`src/rtl/booth_csa_feeder.sv`:
```
// booth_csa_feeder: iterative signed 32x32 radix-4 Booth multiplier front end.
// Accumulates the 64-bit product as a carry-save pair (S, C), one Booth digit
// per cycle over 16 cycles, then presents prop/gen/cin for product columns
// [63:26] to the downstream CARRY4 carry chain.
//
// Ports:
//   clk        rising-edge clock
//   rst        asynchronous, active-high reset
//   in_valid   operand pair valid          in_ready   block can accept operands
//   a, b       signed 32-bit operands
//   out_valid  prop/gen/cin valid          out_ready  carry chain accepts
//   prop       S ^ C, columns [63:26]      gen        S, columns [63:26]
//   cin        carry into column 26        busy       high in ACC or HOLD
//
// state | meaning
// IDLE  | waiting for an operand pair, in_ready high
// ACC   | one Booth digit per cycle, digits 0..15
// HOLD  | prop/gen/cin valid, held until out_ready
module booth_csa_feeder #(
  parameter int EXACT_CIN = 1
) (
  input  logic        clk,
  input  logic        rst,
  input  logic        in_valid,
  output logic        in_ready,
  input  logic [31:0] a,
  input  logic [31:0] b,
  output logic        out_valid,
  input  logic        out_ready,
  output logic [37:0] prop,
  output logic [37:0] gen,
  output logic        cin,
  output logic        busy
);

  typedef enum logic [1:0] {
    ST_IDLE = 2'd0,
    ST_ACC  = 2'd1,
    ST_HOLD = 2'd2
  } state_t;

  state_t      r_state;
  state_t      w_state_nxt;

  logic [31:0] r_a;
  logic [31:0] r_b;
  logic [63:0] r_s;
  logic [63:0] r_c;
  logic [3:0]  r_i;
  logic [37:0] r_prop;
  logic [37:0] r_gen;
  logic        r_cin;
  logic        r_in_ready;

  logic        w_accept;
  logic        w_last;
  logic [32:0] w_bx;
  logic [5:0]  w_shamt;
  logic [2:0]  w_dig;
  logic [63:0] w_a64;
  logic [63:0] w_mult;
  logic [63:0] w_p;
  logic [63:0] w_s_nxt;
  logic [63:0] w_c_nxt;
  logic        w_cin_exact;
  logic        w_cin_approx;
  logic        w_cin;

  assign w_accept = in_valid && r_in_ready && (r_state == ST_IDLE);
  assign w_last   = (r_i == 4'd15);

  // b[-1] = 0 is supplied by the appended zero, so digit i sits at bits 2i+2..2i.
  assign w_bx    = {r_b, 1'b0};
  assign w_shamt = {1'b0, r_i, 1'b0};
  assign w_dig   = w_bx[w_shamt +: 3];
  assign w_a64   = {{32{r_a[31]}}, r_a};

  always_comb begin
    w_mult = 64'd0;
    case (w_dig)
      3'b001, 3'b010: w_mult = w_a64;
      3'b011:         w_mult = w_a64 << 1;
      3'b100:         w_mult = ~(w_a64 << 1) + 64'd1;
      3'b101, 3'b110: w_mult = ~w_a64 + 64'd1;
      default:        w_mult = 64'd0;
    endcase
  end

  assign w_p     = w_mult << w_shamt;
  assign w_s_nxt = r_s ^ r_c ^ w_p;
  assign w_c_nxt = ((r_s & r_c) | (r_s & w_p) | (r_c & w_p)) << 1;

  // Exact carry out of the low 26 columns vs. the cheap single-column estimate.
  assign w_cin_exact  = |(({1'b0, w_s_nxt[25:0]} + {1'b0, w_c_nxt[25:0]}) >> 26);
  assign w_cin_approx = w_s_nxt[25] & w_c_nxt[25];
  assign w_cin        = (EXACT_CIN != 0) ? w_cin_exact : w_cin_approx;

  always_ff @(posedge clk or posedge rst) begin
    if (rst) begin
      r_state <= ST_IDLE;
    end else begin
      r_state <= w_state_nxt;
    end
  end

  always_comb begin
    w_state_nxt = r_state;
    case (r_state)
      ST_IDLE: if (w_accept)  w_state_nxt = ST_ACC;
      ST_ACC:  if (w_last)    w_state_nxt = ST_HOLD;
      ST_HOLD: if (out_ready) w_state_nxt = ST_IDLE;
      default:                w_state_nxt = ST_IDLE;
    endcase
  end

  always_ff @(posedge clk or posedge rst) begin
    if (rst) begin
      r_a        <= 32'd0;
      r_b        <= 32'd0;
      r_s        <= 64'd0;
      r_c        <= 64'd0;
      r_i        <= 4'd0;
      r_prop     <= 38'd0;
      r_gen      <= 38'd0;
      r_cin      <= 1'b0;
      r_in_ready <= 1'b0;
    end else begin
      // in_ready is registered so it rises on the first edge after reset release.
      r_in_ready <= (w_state_nxt == ST_IDLE);
      case (r_state)
        ST_IDLE: begin
          if (w_accept) begin
            r_a <= a;
            r_b <= b;
            r_s <= 64'd0;
            r_c <= 64'd0;
            r_i <= 4'd0;
          end
        end
        ST_ACC: begin
          r_s <= w_s_nxt;
          r_c <= w_c_nxt;
          if (w_last) begin
            r_prop <= w_s_nxt[63:26] ^ w_c_nxt[63:26];
            r_gen  <= w_s_nxt[63:26];
            r_cin  <= w_cin;
          end else begin
            r_i <= r_i + 4'd1;
          end
        end
        default: begin
        end
      endcase
    end
  end

  assign in_ready  = r_in_ready;
  assign out_valid = (r_state == ST_HOLD);
  assign busy      = (r_state == ST_ACC) || (r_state == ST_HOLD);
  assign prop      = r_prop;
  assign gen       = r_gen;
  assign cin       = r_cin;

endmodule

```
`config.mk`:
```
export PLATFORM = sky130hd
export DESIGN_NAME = booth_csa_feeder
export DESIGN_NICKNAME = d
export VERILOG_FILES = /design/src/rtl/booth_csa_feeder.sv
export SDC_FILE = /design/constraint.sdc
export NUM_CORES = 1
export LEC_CHECK = 0
export ABC_AREA = 1
export ABC_CLOCK_PERIOD_IN_PS = 12400
export CAP_MARGIN = 20
export CELL_PAD_IN_SITES_DETAIL_PLACEMENT = 0
export CELL_PAD_IN_SITES_GLOBAL_PLACEMENT = 2
export CORE_UTILIZATION = 35
export DETAILED_ROUTE_END_ITERATION = 12
export PLACE_DENSITY = 0.78
export SYNTH_ARGS = -nofsm -noshare
export SYNTH_HDL_FRONTEND = slang
export SYNTH_SLANG_ARGS = --single-unit
export TNS_END_PERCENT = 10
```
`constraint.sdc`:
```
create_clock -name clk -period 12.4 [get_ports clk]
set_input_delay 2.48 -clock clk [delete_from_list [all_inputs] [get_ports clk]]
set_output_delay 2.48 -clock clk [all_outputs]
set_load 0.02 [all_outputs]
```
==> flow_summary.json <==
{
  "tns_ns": 0,
  "clock.fmax_mhz": 171,
  "worstPathRequired_ns": 12.88,
  "start_kind": "flop",
  "rows": 79,
  "final_util": 0.418,
  "ys_types": 47,
  "syn_to_final_growth_pct": 17.5,
  "cts_max_level": 1,
  "postRouteAntennaNets": 0,
  "hp-class": "flop to flop",
  "port_buffers": 147,
  "cp_slowest_cell": "a2111oi_0",
  "die_height_um": 220,
  "cp_max_fo": 68,
  "ys_ff_latch": 275,
  "critical-path-max-stage-delay_ns": 0.65,
  "grt_max_degree": 132,
  "syn_nets": 2270,
  "path_class": "flop to flop",
  "rsz0062_at_grt": "no",
  "gp_congestion": 0.857,
  "cap_violations": 0,
  "cts_buffers": 31,
  "drt-wirelength-per-cell_um": 16.8,
  "vias": 14100,
  "holdBufCountCts": 0,
  "synthCells": 2108,
  "whs_path_depth": 2,
  "cts_resized": 0,
  "drtIter0Drc": 993,
  "maxSlewViolCount": 0,
  "fp.dieW_um": 220,
  "grt_pass1_vias": 14000,
  "start_util": 0.356,
  "tritoncts": "done",
  "post_cts_buffers": 0,
  "clock-sinks": 275,
  "grt_pass1_wl_um": 77500,
  "rr_worst_depth": 31,
  "crit_top_cell": "nand2_1",
  "drive_gt1_frac": 0.0452,
  "drtPass1Iterations": 9,
  "clockRootBuffer": "clkbuf_16",
  "ioPinCount": 148,
  "ys_seq_area_frac": 0.414,
  "reg2reg_slack_ns": 6.55,
  "ys_async_sr_fraction": 1.00,
  "globalRoute.totalOverflow": 0,
  "syn_avg_cell_area_um2": 7.89,
  "hold_ws_ns": 0.479,
  "dieArea_um2": 48400,
  "relSlewSlack": 0.297,
  "tightest_slew_ns": 1.05,
  "finalSetupViolCount": 0,
  "fin_crit_ns": 5.85,
  "gr-usage-all-layers": 0.201,
  "failed_checks": "design-rule violations",
  "clock_tree.buffer_depth": 3,
  "insertion_delay_ns": 0.58,
  "antenna_cells": 0,
  "drc_errors": 10,
  "synth_area_um2": 16600,
  "routed_wl_um": 47300,
  "crit_arrival_ns": 6.33,
  "fin_worst_skew_ns": 0.0130,
  "fin_crit_sh": 0.472,
  "layout.nets": 2355,
  "synth_edf_count": 0,
  "outcome": "finished with violations",
  "grt_antenna_before_repair": 0,
  "vias_per_cell": 5.01,
  "place_hpwl_um": 34900,
  "synth_warnings": 0,
  "endpoint_kind": "flop",
  "synth_ff_type": "dfrtp_1",
  "cts.reportedPaths.clkPinSlew_ns": 0.06,
  "hold_violations": 0,
  "coreArea_um2": 46800
}
==> synth_stat cells, types with 2 or more instances <==
cell / n / area share
a211oi_1: 2 / 0.00090
a21oi_1: 81 / 0.024
a21oi_2: 2 / 0.0011
a31oi_1: 7 / 0.0026
buf_1: 24 / 0.0054
buf_2: 12 / 0.0036
buf_4: 6 / 0.0027
buf_6: 5 / 0.0034
clkbuf_1: 64 / 0.014
dfrtp_1: 275 / 0.41
fa_1: 62 / 0.075
ha_1: 32 / 0.024
inv_1: 273 / 0.062
inv_2: 13 / 0.0029
mux2_2: 4 / 0.0027
nand2_1: 507 / 0.11
nand2_2: 5 / 0.0019
nand3_1: 201 / 0.060
nand3_2: 2 / 0.0012
nand4_1: 28 / 0.011
nor2_1: 135 / 0.030
nor3_1: 7 / 0.0021
nor4_1: 2 / 0.00075
o211ai_1: 18 / 0.0081
o21ai_0: 95 / 0.029
o21ai_1: 14 / 0.0042
o22ai_1: 129 / 0.049
or2_1: 22 / 0.0083
xnor2_1: 39 / 0.021
xor2_1: 25 / 0.013
==> final timing paths <==
path	startpoint	endpoint
max in group asynchronous	rst	r_a[20]
max	r_i[0]	cin
min	prop[17]	prop[17]
min in group asynchronous	rst	prop[21]
min reg2reg	prop[17]	prop[17]
max reg2reg	r_i[0]	cin
==> metrics by stage <==
step | std cells | worst slack (ns) | cell area (um^2)
floorplan | 2108 | 2.34 | 16600
global placement | 2765 | 6.41 | 18500
detailed placement | 2765 | 6.33 | 18500
CTS | 2816 | 6.32 | 19500
global route | 2818 | 5.97 | 19600
finish | 2818 | 6.55 | 19600
==> cells by family (layout without fill, tap and decap cells) <==
logic type,Yosys count,in the layout,share of synthesized area
flops,275,275,0.414
simple gates,918,918,0.235
fa+ha+maj,94,94,0.0987
xor+xnor,64,64,0.0337
buf+inv,398,501,0.0943
compound gates,355,355,0.122
mux,4,4,0.00271
==> layer usage <==
metal | vias to the layer above | global-route usage | part of all wire
met5 | - | 0 | 0
met3 | 56 | 0.0185 | 0.035
met1 | 6789 | 0.304 | 0.50
met4 | 0 | 0.0446 | 0.019
met2 | 276 | 0.308 | 0.45
li1 | 7003 | - | -
==> sequential cells by signal, indices dropped and copies added, names as in the netlist <==
signal and count:
r_s 64, r_i 4, r_a 32, prop 38, r_state 2, r_b 32
in_ready 1, gen 38, r_c 63, cin 1
==> cell usage in the layout, fill, tap and decap left out, types with 3 or more instances in the layout <==
cell             count
dfrtp_1            274
nor2_1             135
a31oi_1              7
ha_1                32
o21ai_1             14
nand3_1            200
bufinv_16            3
clkinv_2             5
nand4_1             28
xnor2_1             39
clkbuf_8             3
xor2_1              25
nand2_4              3
or2_1               22
nand2_2              5
o22ai_1            129
nor3_1               7
clkbuf_1             7
inv_2               13
a21oi_1             81
o21ai_0             95
mux2_2               4
clkdlybuf4s50_1    147
nand2_1            505
buf_4               14
inv_1              271
clkbuf_16           31
o211ai_1            18
fa_1                62
==> critical path, delay by kind of cell (launching register included) <==
kind                     cells  cell delay (ns)
AO/OA/AOI/OAI                4             1.10
buffers and inverters        6             1.59
AND/OR/NAND/NOR             19             1.90
adder cells (fa/ha/maj)      2             0.78
flip-flops                   1             0.35
==> cell type report <==
class | count | area, um^2
Multi-Input combinational cell | 1435 | 8210
Sequential cell | 275 | 6880
Timing Repair Buffer | 163 | 1620
Tap cell | 607 | 759
Clock buffer | 41 | 843
Clock inverter | 10 | 143
Fill cell | 4863 | 27200
Inverter | 287 | 1090
Power is left out: the tool's default activity adds up to more than one toggle a clock period on the data nets, which glitch-free logic cannot reach.
==> edit: new RTL, config.mk and constraints unchanged <==
Re-encode `state_t` (3 states) as one-hot, 3 bits wide.
--- a/src/rtl/booth_csa_feeder.sv
+++ b/src/rtl/booth_csa_feeder.sv
@@ -33,10 +33,10 @@
   output logic        busy
 );
 
-  typedef enum logic [1:0] {
-    ST_IDLE = 2'd0,
-    ST_ACC  = 2'd1,
-    ST_HOLD = 2'd2
+  typedef enum logic [2:0] {
+    ST_IDLE = 3'b001,
+    ST_ACC  = 3'b010,
+    ST_HOLD = 3'b100
   } state_t;
 
   state_t      r_state;
Check against the original RTL: no difference found for any inputs over 10 cycles, from zero or initial values and one cycle with rst high; not proved beyond that.
==> edit against the original RTL <==
- the flow still finishes with violations (design-rule violations)
- critical path depth down 6
- via count up 0.30%
- cell count up 0.53%
- design area about the same
- sequential cell count up 1
- routed wire length up 3.7%
- synthesized area down 0.20%
- count of clock-buffer cells in the layout up 9
- worst setup slack better by 0.15 ns
==> edit: results (changes against the original RTL) <==
total wire length 49000 um (+3.7%); Synth Area in XOR/XNOR 3.38% (+0.0069 points); Synth Area in Compound Gates 11.1% (-1.1 points); multiplexer area fraction after synthesis 0% (-0.27 points); layout cells sized above 1 5.03% (+0.51 points); latest clock arrival within the worst-skew pair 0.55 ns (-0.03 ns); first-pass GRT wire length 78400 um (+1.2%); critical path peak fanout 53 (-22%); hold slack final 0.479 ns (-0.000138 ns); total number of vias 14167 (+0.30%); post-layout net count 2361 (+0.25%); violated checks design-rule violations; largest net degree at the start of global routing 115 (-13%); FF-to-FF path depth 25 (-19%); DP HPWL 35600 um (+1.9%); final setup skew 0.0142 ns (+0.00124 ns); critical path data arrival time 6.17 ns (-0.16 ns); outcome finished with violations; Vias/cell 5.00 (-0.23%); Cell variety after synth 40 (-15%); DR iter-0 viols 994 (+0.10%); sequential fraction of the synthesis area 41.6% (+0.24 points); DRC 27 (+17); gr usage total 20.9% (+0.81 points); Post-Place Cell Area 18400 um^2 (-0.48%)
## edit: report_power, final
part	switching (uW)	total, uW	leakage, uW	internal, uW
Combinational	2530	3800	0.00477	1270
Clock	399	964	0.000530	565
Sequential	138	1250	0.00372	1120
## edit: area by class of cell
cell class	instances	area, um^2
multi-input combinational	1433	8070
tap	607	759
fill	4890	27100
timing repair buffer	163	1600
inverter	294	1120
clock inverter	10	75.1
sequential	276	6910
clock buffer	50	1000
## edit: layer usage
layer  track usage, %  share of wire, %
met1             28.8                47
met2             33.9                47
met3             2.29               3.2
met4             7.43               3.1
met5                0                 0
## edit: how the worst max path moves through the flow
stage / startpoint / to / slack (ns) / cells past startpoint
4_1_cts: r_i[0] / cin / 6.55 / 25
3_3_place_gp: in_valid / r_s[54] / 6.53 / 7
2_1_floorplan: rst / cin / 2.31 / 1
6_report: r_i[1] / cin / 6.70 / 25
3_5_place_dp: in_valid / r_c[37] / 6.39 / 7
5_1_grt: r_i[1] / cin / 6.21 / 25
